## src/rtl/arb_mux_n_pkg.sv

```systemverilog
// arb_mux_n_pkg
//   Shared definitions for the arb_mux_n slice: the arbitration mode type and
//   the helper that derives the channel-index width from the channel count.
//   No ports.
package arb_mux_n_pkg;

  typedef enum logic {
    ARB_FIXED = 1'b0,  // lowest index always wins
    ARB_RR    = 1'b1   // search starts one past the previous winner
  } arb_mode_e;

  // Index width for n channels; kept at least 1 bit so vectors stay legal.
  function automatic int unsigned sel_width(input int unsigned n);
    return (n < 2) ? 1 : $clog2(n);
  endfunction

endpackage

```

## src/rtl/arb_mux_n_if.sv

```systemverilog
// arb_mux_n_if
//   Producer/consumer handshake bundle for arb_mux_n.
//   in_valid  [N]        per-channel request
//   in_data   [N*WIDTH]  channel i at [i*WIDTH +: WIDTH]
//   in_ready  [N]        one-hot-or-zero transfer grant
//   out_valid            output register holds a word
//   out_data  [WIDTH]    registered winning word
//   out_sel   [SELW]     registered index of the winning channel
//   out_ready            consumer accepts the word
//   Modports: slave (the mux), master (producers + consumer side).
interface arb_mux_n_if #(
  parameter int unsigned WIDTH = 32,
  parameter int unsigned N     = 4
) ();
  localparam int unsigned SELW = arb_mux_n_pkg::sel_width(N);

  logic [N-1:0]       in_valid;
  logic [N*WIDTH-1:0] in_data;
  logic [N-1:0]       in_ready;
  logic               out_valid;
  logic [WIDTH-1:0]   out_data;
  logic [SELW-1:0]    out_sel;
  logic               out_ready;

  modport slave (
    input  in_valid, in_data, out_ready,
    output in_ready, out_valid, out_data, out_sel
  );

  modport master (
    output in_valid, in_data, out_ready,
    input  in_ready, out_valid, out_data, out_sel
  );
endinterface

```

## src/rtl/arb_mux_n_rr_arbiter.sv

```systemverilog
// rr_arbiter
//   Combinational rotating-priority arbiter.
//   req  [N]     request vector
//   ptr  [SELW]  highest-priority index for this cycle (must be < N)
//   gnt  [N]     one-hot grant, zero when no request
//   gidx [SELW]  index of the granted request, zero when none
module rr_arbiter
  import arb_mux_n_pkg::*;
#(
  parameter  int unsigned N    = 4,
  localparam int unsigned SELW = sel_width(N)
) (
  input  logic [N-1:0]    req,
  input  logic [SELW-1:0] ptr,
  output logic [N-1:0]    gnt,
  output logic [SELW-1:0] gidx
);
  localparam int unsigned DW = 2 * N;

  logic [DW-1:0] w_dreq;
  logic [DW-1:0] w_mask;
  logic [DW-1:0] w_masked;
  logic [DW-1:0] w_dgnt;

  // Two back-to-back copies of req; masking off everything below ptr leaves
  // the upper copy to supply the wrapped-around candidates. The lowest set
  // bit of the masked vector is the winner, folded back into N bits.
  always_comb begin
    w_dreq   = {req, req};
    w_mask   = ~((DW'(1) << ptr) - DW'(1));
    w_masked = w_dreq & w_mask;
    w_dgnt   = w_masked & (~w_masked + DW'(1));
    gnt      = w_dgnt[N-1:0] | w_dgnt[DW-1:N];
    gidx     = '0;
    for (int unsigned i = 0; i < N; i++) begin
      if (gnt[i]) gidx = SELW'(i);
    end
  end

endmodule

```

## src/rtl/arb_mux_n.sv

```systemverilog
// arb_mux_n
//   N:1 valid/ready mux with round-robin or fixed-priority arbitration and a
//   single registered output stage. The output register refills on the same
//   edge it drains, so a steady 1 word/cycle flows while out_ready stays high.
//   clk  rising-edge clock
//   rst  asynchronous, active-high reset
//   bus  arb_mux_n_if.slave: in_valid/in_data/in_ready (producers),
//        out_valid/out_data/out_sel/out_ready (consumer)
//   RR_MODE: 1 = round-robin, 0 = fixed priority (lowest index wins)
module arb_mux_n
  import arb_mux_n_pkg::*;
#(
  parameter int unsigned WIDTH   = 32,
  parameter int unsigned N       = 4,
  parameter int unsigned RR_MODE = 1
) (
  input  logic        clk,
  input  logic        rst,
  arb_mux_n_if.slave  bus
);
  localparam int unsigned SELW = sel_width(N);
  localparam arb_mode_e   MODE = (RR_MODE != 0) ? ARB_RR : ARB_FIXED;

  logic             r_valid;
  logic [WIDTH-1:0] r_data;
  logic [SELW-1:0]  r_sel;
  logic [SELW-1:0]  r_ptr;

  logic             w_load;
  logic             w_any;
  logic [N-1:0]     w_gnt;
  logic [SELW-1:0]  w_gidx;
  logic [SELW-1:0]  w_arb_ptr;
  logic [SELW-1:0]  w_ptr_next;
  logic [WIDTH-1:0] w_chan [N];

  // Register may take a new word when empty or when its current word leaves.
  assign w_load    = ~r_valid | bus.out_ready;
  assign w_any     = |bus.in_valid;
  assign w_arb_ptr = (MODE == ARB_RR) ? r_ptr : '0;

  rr_arbiter #(.N(N)) u_arb (
    .req  (bus.in_valid),
    .ptr  (w_arb_ptr),
    .gnt  (w_gnt),
    .gidx (w_gidx)
  );

  for (genvar g = 0; g < N; g++) begin : g_chan
    assign w_chan[g] = bus.in_data[g*WIDTH +: WIDTH];
  end

  // Explicit wrap so ptr stays below N when N is not a power of two.
  assign w_ptr_next = (w_gidx == SELW'(N - 1)) ? '0 : w_gidx + SELW'(1);

  // Gated by rst so no producer sees a handshake while the register is held clear.
  assign bus.in_ready = (w_load & ~rst) ? w_gnt : '0;

  always_ff @(posedge clk or posedge rst) begin
    if (rst) begin
      r_valid <= 1'b0;
      r_data  <= '0;
      r_sel   <= '0;
      r_ptr   <= '0;
    end else if (w_load) begin
      if (w_any) begin
        r_valid <= 1'b1;
        r_data  <= w_chan[w_gidx];
        r_sel   <= w_gidx;
        if (MODE == ARB_RR) r_ptr <= w_ptr_next;
      end else begin
        r_valid <= 1'b0;
      end
    end
  end

  assign bus.out_valid = r_valid;
  assign bus.out_data  = r_data;
  assign bus.out_sel   = r_sel;

endmodule
```

## src/flat_wrapper.sv

```systemverilog
// flat-port wrapper written by rule: the top's interface ports become plain ports
module arb_mux_n_flat import arb_mux_n_pkg::*;
#(
  parameter int unsigned WIDTH   = 32,
  parameter int unsigned N       = 4,
  parameter int unsigned RR_MODE = 1
)
  (clk, rst, bus_in_valid, bus_in_data, bus_out_ready, bus_in_ready, bus_out_valid, bus_out_data, bus_out_sel);
  arb_mux_n_if #(.WIDTH(WIDTH), .N(N)) bus_i ();
  input  logic clk;
  input  logic rst;
  input wire logic [$bits(bus_i.in_valid)-1:0] bus_in_valid;
  input wire logic [$bits(bus_i.in_data)-1:0] bus_in_data;
  input wire logic [$bits(bus_i.out_ready)-1:0] bus_out_ready;
  output wire logic [$bits(bus_i.in_ready)-1:0] bus_in_ready;
  output wire logic [$bits(bus_i.out_valid)-1:0] bus_out_valid;
  output wire logic [$bits(bus_i.out_data)-1:0] bus_out_data;
  output wire logic [$bits(bus_i.out_sel)-1:0] bus_out_sel;
  assign bus_i.in_valid = bus_in_valid;
  assign bus_i.in_data = bus_in_data;
  assign bus_i.out_ready = bus_out_ready;
  assign bus_in_ready = bus_i.in_ready;
  assign bus_out_valid = bus_i.out_valid;
  assign bus_out_data = bus_i.out_data;
  assign bus_out_sel = bus_i.out_sel;
  arb_mux_n #(.WIDTH(WIDTH), .N(N), .RR_MODE(RR_MODE)) u_core (.clk(clk), .rst(rst), .bus(bus_i));
endmodule
```

## config.mk

```make
export PLATFORM = sky130hd
export DESIGN_NAME = arb_mux_n_flat
export DESIGN_NICKNAME = d
export VERILOG_FILES = /design/src/rtl/arb_mux_n_pkg.sv /design/src/rtl/arb_mux_n_if.sv /design/src/rtl/arb_mux_n_rr_arbiter.sv /design/src/rtl/arb_mux_n.sv /design/src/flat_wrapper.sv
export SDC_FILE = /design/constraint.sdc
export NUM_CORES = 1
export LEC_CHECK = 0
export BUFFER_PORTS_ARGS = -buffer_cell sky130_fd_sc_hd__buf_4
export CORE_AREA = 2 2 67 116
export CTS_CLUSTER_DIAMETER = 200
export CTS_CLUSTER_SIZE = 25
export DETAILED_ROUTE_END_ITERATION = 7
export DIE_AREA = 0 0 69 118
export PLACE_DENSITY = 0.71
export SLEW_MARGIN = 30
export SYNTH_ARGS = -nofsm -noshare
export SYNTH_HDL_FRONTEND = slang
export SYNTH_SLANG_ARGS = --single-unit
```

## constraint.sdc

```tcl
create_clock -name clk -period 3 [get_ports clk]
set_clock_uncertainty 0.15 [all_clocks]
set_input_delay 0.6 -clock clk [delete_from_list [all_inputs] [get_ports clk]]
set_output_delay 0.6 -clock clk [all_outputs]
set_load 0.01 [all_outputs]
```

==> metrics.md <==
| Metric | Value |
|---|---|
| Slew headroom | `0.6306` |
| Crit path to | `bus_in_ready[1]` |
| Max Cap Viol | `0` |
| Synth cell types | `36` |
| Crit share post-route | `0.9700` |
| Avg Inst Size Synth | `roughly 10 um2` |
| Worst-Skew Late Latency | `0.27 ns` |
| Number of synthesized flops with an enable pin | `0` |
| Area grow syn2layout | `60.44%` |
| Status | `complete, no violations` |
| Cells after Synth | `270` |
| Final Hold Viols | `0` |
| Router iterations before antenna repair | `6` |
| Max FO, Critical Path | `4` |
| Final wirelength | `8.944 mm` |
| Worst reg2reg path depth | `8` |
| Place WS | `-0.05428 ns` |
| Die Span Y | `118 um` |
| Peak supply drop | `0.5291 mV` |
| Final setup fails | `0` |
| Final total power | `3.830 mW` |
| Clock tree buffer depth | `2` |
| Reg-to-reg startpoint | `u_core.r_ptr[1]` |
| Post-DP HPWL | `6.873 mm` |
| Nets@finish | `about 570` |
| Setup crit end kind | `primary output` |
| Post-synth net total | `between 400 and 500` |
| Fraction of layout cells with a size suffix above 1 | `0.5411` |
| PwrDens | `875.5 nW/um2` |
| WHS | `0.3161 ns` |
| Unrepaired setup endpoints after global routing | `no` |
| Vias post-DR | `2826` |
| Worst min-delay path class | `in2async` |
| P_leak | `approximately 2.2 nW` |
| Die area | `8142 um2` |
| Root buf cell | `clkbuf_16` |
| Kind of critical path | `reg2out` |
| # rows | `41` |
| Worst-Margin Slew | `roughly 0.55 ns` |
| Htree depth | `2` |
| Port buffer count | `roughly 170` |
| Placeable core area | `7182 um2` |
| Cell Area, Synth | `approximately 2700 um2` |
| RePlAce Congestion | `between 0.8 and 0.9` |
| Number of diodes | `0` |
| Sequential-to-total area share from yosys stat | `0.3396` |
| Vias in the first global route | `3054` |
| Pin count of the biggest net entering global routing | `38` |
| Routed Antenna Nets | `0` |
| TritonCTS Buffers | `5` |
| Slew Viols, Final | `0` |
| Hold-fix buffers, CTS | `0` |
| CP Launch Type | `flip-flop` |
| Ports | `174` |
| CTS tree | `done` |
| Ys async rst share | `1.000` |
| FMAX | `0.3436 GHz` |
| Initial antenna violation count | `0` |
| DRC errors left | `0` |
| Most used DFF post-synth | `dfrtp_1` |
| Setup WS post-layout | `between 0.09 and 0.1 ns` |
| Yosys synthesis warning count | `0` |
| Yosys reg bits | `37` |
| Crit path arrival time | `between 2 and 2.5 ns` |
| Remaining Overflow, GRT | `0` |
| Iter 0 DRT Violations | `~150` |
| Clock-pin slew on the worst setup and hold paths | `0.05 ns` |
| R2R setup slack | `0.14 ns` |
| Routed vias/inst | `approximately 5.4` |
| Setup crit start | `u_core.r_ptr[1]` |
| Req. time, crit path | `2.25 ns` |
| Die X | `69 um` |
| First-pass GRT wire length | `14.42 mm` |
| Starting Density | `0.3796` |
| Wire length per cell | `17.07 um` |
| Clock sink total | `37` |
| GRT Util Overall | `0.2178` |
| Crit Reg-Reg Endpoint | `u_core.bus.out_data[16]` |
| Post-layout minimum cycle time | `between 2 and 3 ns` |
## cells in the mapped netlist (3+ instances only)
library cell	number	area, um2
a221o_1	32	320.3
nand2_1	10	37.54
buf_1	3	11.26
and2_1	3	18.77
nand2b_1	4	25.02
buf_6	4	45.04
mux2_2	18	202.7
mux2_4	14	210.2
dfrtp_1	37	925.9
clkbuf_1	19	71.32
nand3_1	64	320.3
mux2i_1	32	320.3
## stage by stage
stage | area [um2] | cells | TNS (ns) | util
after global placement | 4156 | 512 | 0 | 0.5787
after floorplan | 2726 | 270 | 0 | -
after global routing | 4374 | 524 | 0 | 0.6091
after CTS | 4354 | 523 | 0 | 0.6063
after detailed placement | 4156 | 512 | -0.7367 | 0.5787
final | 4374 | 524 | 0 | 0.6091
## layout by cell type (no fill, tap or decap), types with 2 or more instances in the layout
cell,count
buf_4,184
nand3_1,64
dfrtp_1,37
mux2i_1,32
a221o_1,32
mux2_2,18
mux2_4,14
nand2_1,10
clkbuf_16,5
nand2b_1,4
buf_12,4
a21oi_1,2
o21ai_0,2
and2_1,2
clkinv_2,2
## layout make-up
class,count,area (um2)
Clock buffer,6,128.9
Multi-Input combinational cell,202,1700
Clock inverter,2,10.01
Tap cell,86,107.6
Fill cell,690,2808
Sequential cell,37,925.9
Inverter,2,7.507
Timing Repair Buffer,189,1494
## worst max-delay path, stage by stage, from the launching register on
cell	delay, ns
dfrtp_1	0.37
or2_2	0.33
ha_4	0.26
or4b_4	0.49
o22ai_4	0.16
and2_1	0.16
buf_4	0.12
## cells by family after synthesis
| family | Yosys count | share of synthesized area |
|---|---|---|
| AOI/OAI and AO/OA | 46 | 0.1551 |
| adders and majority gates | 1 | 0.004589 |
| buffers and inverters | 31 | 0.05690 |
| DFF | 37 | 0.3396 |
| muxes | 64 | 0.2689 |
| and+or+nand+nor | 91 | 0.1749 |
## worst min-delay path by stage
stage	end	slack (ns)	depth (start not counted)
after floorplan	u_core.bus.out_sel[1]	0.36	2
after global placement	u_core.bus.out_sel[1]	0.31	2
after detailed placement	u_core.bus.out_sel[0]	0.33	1
after CTS	u_core.bus.out_data[31]	0.34	3
after global routing	u_core.bus.out_data[31]	0.36	3
final	u_core.bus.out_data[31]	0.32	3
## registers in the layout, summed over array words and instances, names as in the netlist
register / count
u_core.bus.out_valid: 1
u_core.r_ptr: 2
u_core.bus.out_data: 32
u_core.bus.out_sel: 2
## repair_timing
item,4_1_cts,5_1_grt
resized for setup,2,1
setup buffers,2,1
cloned,1,0
endpoints found under the setup margin,26,3
## power by group
group,leakage [nW],switching [mW],internal (mW)
Clock,0.0706,0.187,0.305
Combinational,1.66,1.11,1.35
Sequential,0.450,0.140,0.738
Total,2.18,1.44,2.39
## metal layers
metal | global-route usage | share of wire | vias to the layer above | wire [um]
met5 | 0 | 0 | - | 0
met4 | 0.07843 | 0.026 | 0 | 232
met2 | 0.4195 | 0.58 | 108 | 5214
met1 | 0.2279 | 0.34 | 1326 | 3034
li1 | - | - | 1377 | -
met3 | 0.04024 | 0.052 | 15 | 463
Power figures use the tool's default switching activity.
